### src/rtl/regfile_pkg.sv
// Shared register-file writeback definitions: widths, register count and the request record.
package regfile_pkg;

  localparam int unsigned ADDR_W   = 5;
  localparam int unsigned DATA_W   = 32;
  localparam int unsigned NUM_REGS = 32;
  localparam int unsigned ZERO_REG = 0;

  typedef struct packed {
    logic [ADDR_W-1:0] path;
    logic [DATA_W-1:0] data;
  } wb_req_t;

endpackage

### src/rtl/wb_fifo.sv
// Small synchronous writeback FIFO; also exposes each slot's valid bit and destination so the
// arbiter can build the pending-destination mask.
module wb_fifo #(
  parameter int unsigned Depth = 2,
  parameter int unsigned AddrW = 5,
  parameter int unsigned DataW = 32
) (
  input  logic                        clk_i,
  input  logic                        rst_ni,
  input  logic                        push_i,
  input  logic                        pop_i,
  input  logic [AddrW-1:0]            path_i,
  input  logic [DataW-1:0]            data_i,
  output logic                        full_o,
  output logic                        empty_o,
  output logic [AddrW-1:0]            head_path_o,
  output logic [DataW-1:0]            head_data_o,
  output logic [Depth-1:0]            ent_valid_o,
  output logic [Depth-1:0][AddrW-1:0] ent_path_o
);

  localparam int unsigned PtrW = $clog2(Depth);
  localparam int unsigned CntW = $clog2(Depth) + 1;

  logic [PtrW-1:0]            wr_ptr_q, wr_ptr_d;
  logic [PtrW-1:0]            rd_ptr_q, rd_ptr_d;
  logic [CntW-1:0]            count_q, count_d;
  logic [Depth-1:0][AddrW-1:0] path_q;
  logic [Depth-1:0][DataW-1:0] data_q;
  logic                       do_push, do_pop;

  assign full_o      = (count_q == CntW'(Depth));
  assign empty_o     = (count_q == '0);
  assign do_push     = push_i && !full_o;
  assign do_pop      = pop_i && !empty_o;
  assign head_path_o = path_q[rd_ptr_q];
  assign head_data_o = data_q[rd_ptr_q];
  assign ent_path_o  = path_q;

  always_comb begin
    wr_ptr_d = wr_ptr_q + PtrW'(do_push);
    rd_ptr_d = rd_ptr_q + PtrW'(do_pop);
    count_d  = count_q + CntW'(do_push) - CntW'(do_pop);
  end

  // A slot is live when its distance from the read pointer is below the occupancy.
  always_comb begin
    ent_valid_o = '0;
    for (int unsigned i = 0; i < Depth; i++) begin
      ent_valid_o[i] = ({1'b0, PtrW'(i) - rd_ptr_q} < count_q);
    end
  end

  always_ff @(posedge clk_i or negedge rst_ni) begin
    if (!rst_ni) begin
      wr_ptr_q <= '0;
      rd_ptr_q <= '0;
      count_q  <= '0;
    end else begin
      wr_ptr_q <= wr_ptr_d;
      rd_ptr_q <= rd_ptr_d;
      count_q  <= count_d;
    end
  end

  always_ff @(posedge clk_i) begin
    if (do_push) begin
      path_q[wr_ptr_q] <= path_i;
      data_q[wr_ptr_q] <= data_i;
    end
  end

endmodule

### src/rtl/regfile_write_arbiter.sv
// Round-robin sharing of the register-file write port between ALU (req0) and load (req1)
// writeback FIFOs, with registered port outputs and a pending-destination mask.
module regfile_write_arbiter
  import regfile_pkg::NUM_REGS;
  import regfile_pkg::ZERO_REG;
#(
  parameter int unsigned DEPTH  = 2,
  parameter int unsigned DATA_W = regfile_pkg::DATA_W,
  parameter int unsigned ADDR_W = regfile_pkg::ADDR_W
) (
  input  logic                clock,
  input  logic                reset_n,
  input  logic                req0_valid,
  output logic                req0_ready,
  input  logic [ADDR_W-1:0]   req0_path,
  input  logic [DATA_W-1:0]   req0_data,
  input  logic                req1_valid,
  output logic                req1_ready,
  input  logic [ADDR_W-1:0]   req1_path,
  input  logic [DATA_W-1:0]   req1_data,
  output logic                RegWrite,
  output logic [ADDR_W-1:0]   Writepath,
  output logic [DATA_W-1:0]   Writedata,
  output logic [NUM_REGS-1:0] pending_mask,
  output logic                idle
);

  localparam logic [ADDR_W-1:0] ZeroPath = ADDR_W'(ZERO_REG);

  logic                         full0, full1, empty0, empty1;
  logic                         grant0, grant1;
  logic [ADDR_W-1:0]            head_path0, head_path1;
  logic [DATA_W-1:0]            head_data0, head_data1;
  logic [DEPTH-1:0]             ent_valid0, ent_valid1;
  logic [DEPTH-1:0][ADDR_W-1:0] ent_path0, ent_path1;

  logic              last_grant_q, last_grant_d;
  logic              reg_write_q, reg_write_d;
  logic [ADDR_W-1:0] write_path_q, write_path_d;
  logic [DATA_W-1:0] write_data_q, write_data_d;

  assign req0_ready = !full0;
  assign req1_ready = !full1;

  wb_fifo #(
    .Depth (DEPTH),
    .AddrW (ADDR_W),
    .DataW (DATA_W)
  ) u_fifo0 (
    .clk_i       (clock),
    .rst_ni      (reset_n),
    .push_i      (req0_valid),
    .pop_i       (grant0),
    .path_i      (req0_path),
    .data_i      (req0_data),
    .full_o      (full0),
    .empty_o     (empty0),
    .head_path_o (head_path0),
    .head_data_o (head_data0),
    .ent_valid_o (ent_valid0),
    .ent_path_o  (ent_path0)
  );

  wb_fifo #(
    .Depth (DEPTH),
    .AddrW (ADDR_W),
    .DataW (DATA_W)
  ) u_fifo1 (
    .clk_i       (clock),
    .rst_ni      (reset_n),
    .push_i      (req1_valid),
    .pop_i       (grant1),
    .path_i      (req1_path),
    .data_i      (req1_data),
    .full_o      (full1),
    .empty_o     (empty1),
    .head_path_o (head_path1),
    .head_data_o (head_data1),
    .ent_valid_o (ent_valid1),
    .ent_path_o  (ent_path1)
  );

  // last_grant holds the index of the requester served most recently.
  always_comb begin
    grant0       = !empty0 && (empty1 || last_grant_q);
    grant1       = !empty1 && (empty0 || !last_grant_q);
    last_grant_d = last_grant_q;
    reg_write_d  = 1'b0;
    write_path_d = write_path_q;
    write_data_d = write_data_q;
    if (grant0) begin
      last_grant_d = 1'b0;
      reg_write_d  = (head_path0 != ZeroPath);
      write_path_d = head_path0;
      write_data_d = head_data0;
    end else if (grant1) begin
      last_grant_d = 1'b1;
      reg_write_d  = (head_path1 != ZeroPath);
      write_path_d = head_path1;
      write_data_d = head_data1;
    end
  end

  always_ff @(posedge clock or negedge reset_n) begin
    if (!reset_n) begin
      last_grant_q <= 1'b1;
      reg_write_q  <= 1'b0;
      write_path_q <= '0;
      write_data_q <= '0;
    end else begin
      last_grant_q <= last_grant_d;
      reg_write_q  <= reg_write_d;
      write_path_q <= write_path_d;
      write_data_q <= write_data_d;
    end
  end

  always_comb begin
    pending_mask = '0;
    for (int unsigned i = 0; i < DEPTH; i++) begin
      if (ent_valid0[i]) pending_mask[ent_path0[i]] = 1'b1;
      if (ent_valid1[i]) pending_mask[ent_path1[i]] = 1'b1;
    end
    if (reg_write_q) pending_mask[write_path_q] = 1'b1;
    pending_mask[ZeroPath] = 1'b0;
  end

  assign RegWrite  = reg_write_q;
  assign Writepath = write_path_q;
  assign Writedata = write_data_q;
  assign idle      = empty0 && empty1 && !reg_write_q;

endmodule

### config.mk
export PLATFORM = sky130hd
export DESIGN_NAME = regfile_write_arbiter
export DESIGN_NICKNAME = d
export VERILOG_FILES = /design/src/rtl/regfile_pkg.sv /design/src/rtl/wb_fifo.sv /design/src/rtl/regfile_write_arbiter.sv
export SDC_FILE = /design/constraint.sdc
export NUM_CORES = 1
export LEC_CHECK = 0
export BUFFER_PORTS_ARGS = -buffer_cell sky130_fd_sc_hd__buf_2
export CAP_MARGIN = 20
export CORE_UTILIZATION = 47
export CTS_BUF_LIST = sky130_fd_sc_hd__clkbuf_8 sky130_fd_sc_hd__clkbuf_16
export CTS_CLUSTER_DIAMETER = 200
export DETAILED_ROUTE_END_ITERATION = 12
export PLACE_DENSITY = 0.77
export SYNTH_ARGS = -nofsm -noshare
export SYNTH_HDL_FRONTEND = slang
export SYNTH_HIERARCHICAL = 1
export SYNTH_SLANG_ARGS = --single-unit
### constraint.sdc
create_clock -name clock -period 3.2 [get_ports clock]
set_clock_uncertainty 0.15 [all_clocks]
set_input_delay 0.64 -clock clock [delete_from_list [all_inputs] [get_ports clock]]
set_output_delay 0.64 -clock clock [all_outputs]
set_load 0.01 [all_outputs]
==> summary.txt <==
Die
  – Die H: 146 µm
  – Core Footprint: 20300 µm²
  – Initial Util: 48.1%
  – Die ar.: 21300 µm²
  – Rows: 52
  – Die width: 146 µm
  – I/O pin cnt: 151

Synthesis
  – Number of synthesized flops with an enable pin: 148
  – Ys async rst share: 24.1%
  – YS warnings: 6
  – Syn Nets: 802
  – Commonest cells in the netlist: 148 x edfxtp_1, 58 x mux2_2, 46 x dfrtp_1, 44 x nor3_1, 37 x mux2i_1
  – Yosys reg bits: 195
  – Largest area contributor in the netlist: edfxtp_1
  – Count of cell types in the netlist: 41
  – Cells after Synth: 716
  – Top-count cell post-synth: edfxtp_1
  – Mapped Area: 9760 µm²
  – Synth top area share: 45.5%
  – Sequential cell area fraction in the yosys report: 57.6%
  – Largest cells by area after synthesis: edfxtp_1 46%, dfrtp_1 12%, mux2_2 6.7%
  – Syn_area_per_cell: 13.6 µm²
  – Ys flop type: edfxtp_1

GRT
  – Largest net degree at the start of global routing: 41
  – First-pass GRT wire length: 38.3 mm
  – Vias in the first global route: 6766
  – Global route overflow: 0
  – Initial antenna violation count: 4
  – GRT Total Usage: 23.5%

Critical path
  – Crit path kind: reg2out
  – Worst-path fanout max: 8
  – Req. time, crit path: 2.41 ns
  – Crit path arrival time: 2.21 ns
  – Nature of the critical path startpoint: flop
  – Crit. End Element: output pin

Place
  – DP HPWL: 16.5 mm
  – PortBufs: 149
  – Setup WS pre-CTS: 0.707 ns
  – RePlAce Congestion: 0.936

Drt
  – Drt drc: 0
  – Via count: 6874
  – Post-Route WL: 24.3 mm
  – Routed vias/inst: 6.02
  – Initial drt markers: 721
  – Antenna viol nets, final: 0
  – DRT Pass-1 Iters: 5
  – Wirelength per Cell: 21.3 µm

Pwr
  – Leak: 4.22 nW
  – Peak VDD IR: 0.550 mV
  – Pwr Total: 11.1 mW
  – Power per cell area: 982 nW/µm²

Clock tree
  – Sink Count: 195
  – CTS tree: done
  – Number of buffers created by CTS: 17
  – Worst-case clock buffer depth: 2
  – Post_cts resized: 0
  – CTS hold repair buffers: 0
  – Root Driver: clkbuf_16
  – Post-CTS Setup Inserts: 0
  – Htree depth: 4
  – CTS clk-pin slew, worst paths: 0.07 ns
  – Clock Latency Late Sink: 0.43 ns

STA
  – Tightest Pin Transition: 0.651 ns
  – Ratio of final minimum period to clock period: 93.7%
  – Endpoints failing hold: 0
  – Max-slew violations: 0
  – # setup viols final: 0
  – Worst setup margin: 0.202 ns
  – RSZ-0062 raised after global routing: no
  – TNS Setup: 0 ns
  – Tmin final: 3.00 ns
  – Peak Freq: 334 MHz
  – Slew HR: 56.6%

Job
  – Max-cap violations: 0

Hold path
  – Hold WC Path Type: in2async

Finish
  – Share of post-route cells with drive strength above 1: 38.2%
  – Area delta synth->final: 16.1%
  – # nets final: 942

Run status
  – Run status: complete, no violations
## layer usage
metal / GRT usage (%) / routed length, µm / part of all wire [%] / up-vias
met4: 6.98 / 469 / 1.9 / 4
li1: - / - / - / 3093
met2: 36.3 / 11300 / 47 / 329
met3: 5.97 / 1890 / 7.8 / 37
met5: 0 / 27 / 0.11 / -
met1: 32.7 / 10600 / 44 / 3411
## cell type report
class / count / area [µm²]
timing repair buffer: 165 / 941
inverter: 13 / 48.8
clock buffer: 17 / 425
antenna: 2 / 5.00
tap: 270 / 338
clock inverter: 15 / 133
fill: 1727 / 8970
multi-input combinational: 464 / 3820
sequential: 195 / 5620
## per-stage QoR
stage / util [%] / instances / hold slack, ns / cell area, µm²
after global placement: 53.1 / 1107 / 0.416 / 10800
final: 55.8 / 1141 / 0.0593 / 11300
after CTS: 55.8 / 1139 / 0.0570 / 11300
after global routing: 55.8 / 1139 / 0.0723 / 11300
after detailed placement: 53.1 / 1107 / 0.426 / 10800
after floorplan: - / 716 / 0.194 / 9760
## power breakdown
part           leakage [nW]  switching, mW  total (mW)  internal [mW]
Sequential             1.91          0.598        4.18           3.58
Combinational          2.04           2.76        4.96           2.20
Clock                 0.269          0.978        1.99           1.02
Total                  4.22           4.34        11.1           6.80
## critical path: stages, from the launching register on
cell and delay, ns:
dfrtp_1 0.47, a21o_1 0.31, and4bb_2 0.31, a32oi_1 0.25, nand4_1 0.24, buf_2 0.21
## path summary, 6_finish.rpt
path | to | start | slack [ns] | cells after the start
worst min register to register | u_fifo1/rd_ptr_q | u_fifo1/rd_ptr_q | 0.43 | 2
max in group asynchronous | last_grant_q | reset_n | 2.19 | 2
worst max-delay path | pending_mask[19] | u_fifo0/count_q[0] | 0.20 | 5
min in group clock | u_fifo1/data_q[20] | req1_data[20] | 0.24 | 1
worst max register to register | u_fifo1/count_q[1] | u_fifo0/count_q[1] | 0.73 | 10
worst min-delay path | u_fifo0/rd_ptr_q | reset_n | 0.06 | 1
## sequential cells by signal (all words and copies together) (netlist names)
name,cells
u_fifo0/ent_path_o,10
Writedata,32
u_fifo1/data_q,64
u_fifo0/data_q,64
Writepath,5
u_fifo1/count_q,2
u_fifo0/count_q,2
u_fifo0/wr_ptr_q,1
u_fifo1/wr_ptr_q,1
RegWrite,1
u_fifo1/ent_path_o,10
u_fifo1/rd_ptr_q,1
u_fifo0/rd_ptr_q,1
last_grant_q,1
## cell usage in the layout, fill, tap and decap left out, types with 5 or more instances in the layout
cell type / synthesis / layout
buf_2: 9 / 149
edfxtp_1: 148 / 148
mux2_2: 58 / 58
dfrtp_1: 46 / 44
nor3_1: 44 / 44
mux2i_1: 37 / 37
nor3b_1: 32 / 32
a211oi_2: 30 / 30
o22ai_1: 28 / 28
nand2_1: 24 / 24
nand3_1: 23 / 23
a22oi_1: 22 / 22
nor2_1: 24 / 22
clkbuf_16: 0 / 17
mux2_4: 16 / 16
and4bb_2: 15 / 15
nand4b_1: 15 / 15
nand2b_1: 14 / 14
inv_1: 11 / 13
or3_1: 12 / 12
nor2b_1: 11 / 10
buf_4: 14 / 10
nand4_1: 9 / 9
or4_1: 6 / 6
buf_12: 0 / 6
xnor2_1: 6 / 6
nor4b_1: 5 / 5
a21o_1: 5 / 5
o221a_2: 5 / 5
## logic make-up after synthesis
kind of cell	count (synthesis)	share of synthesized area (%)
muxes	111	13.0
and+or+nand+nor	239	15.2
xor gates and xnor gates	6	0.539
AOI/OAI and AO/OA	99	9.05
adders and majority gates	8	1.03
other	1	0.0384
DFF	195	57.6
buffers and inverters	57	3.59
(Power assumes the default switching activity.)
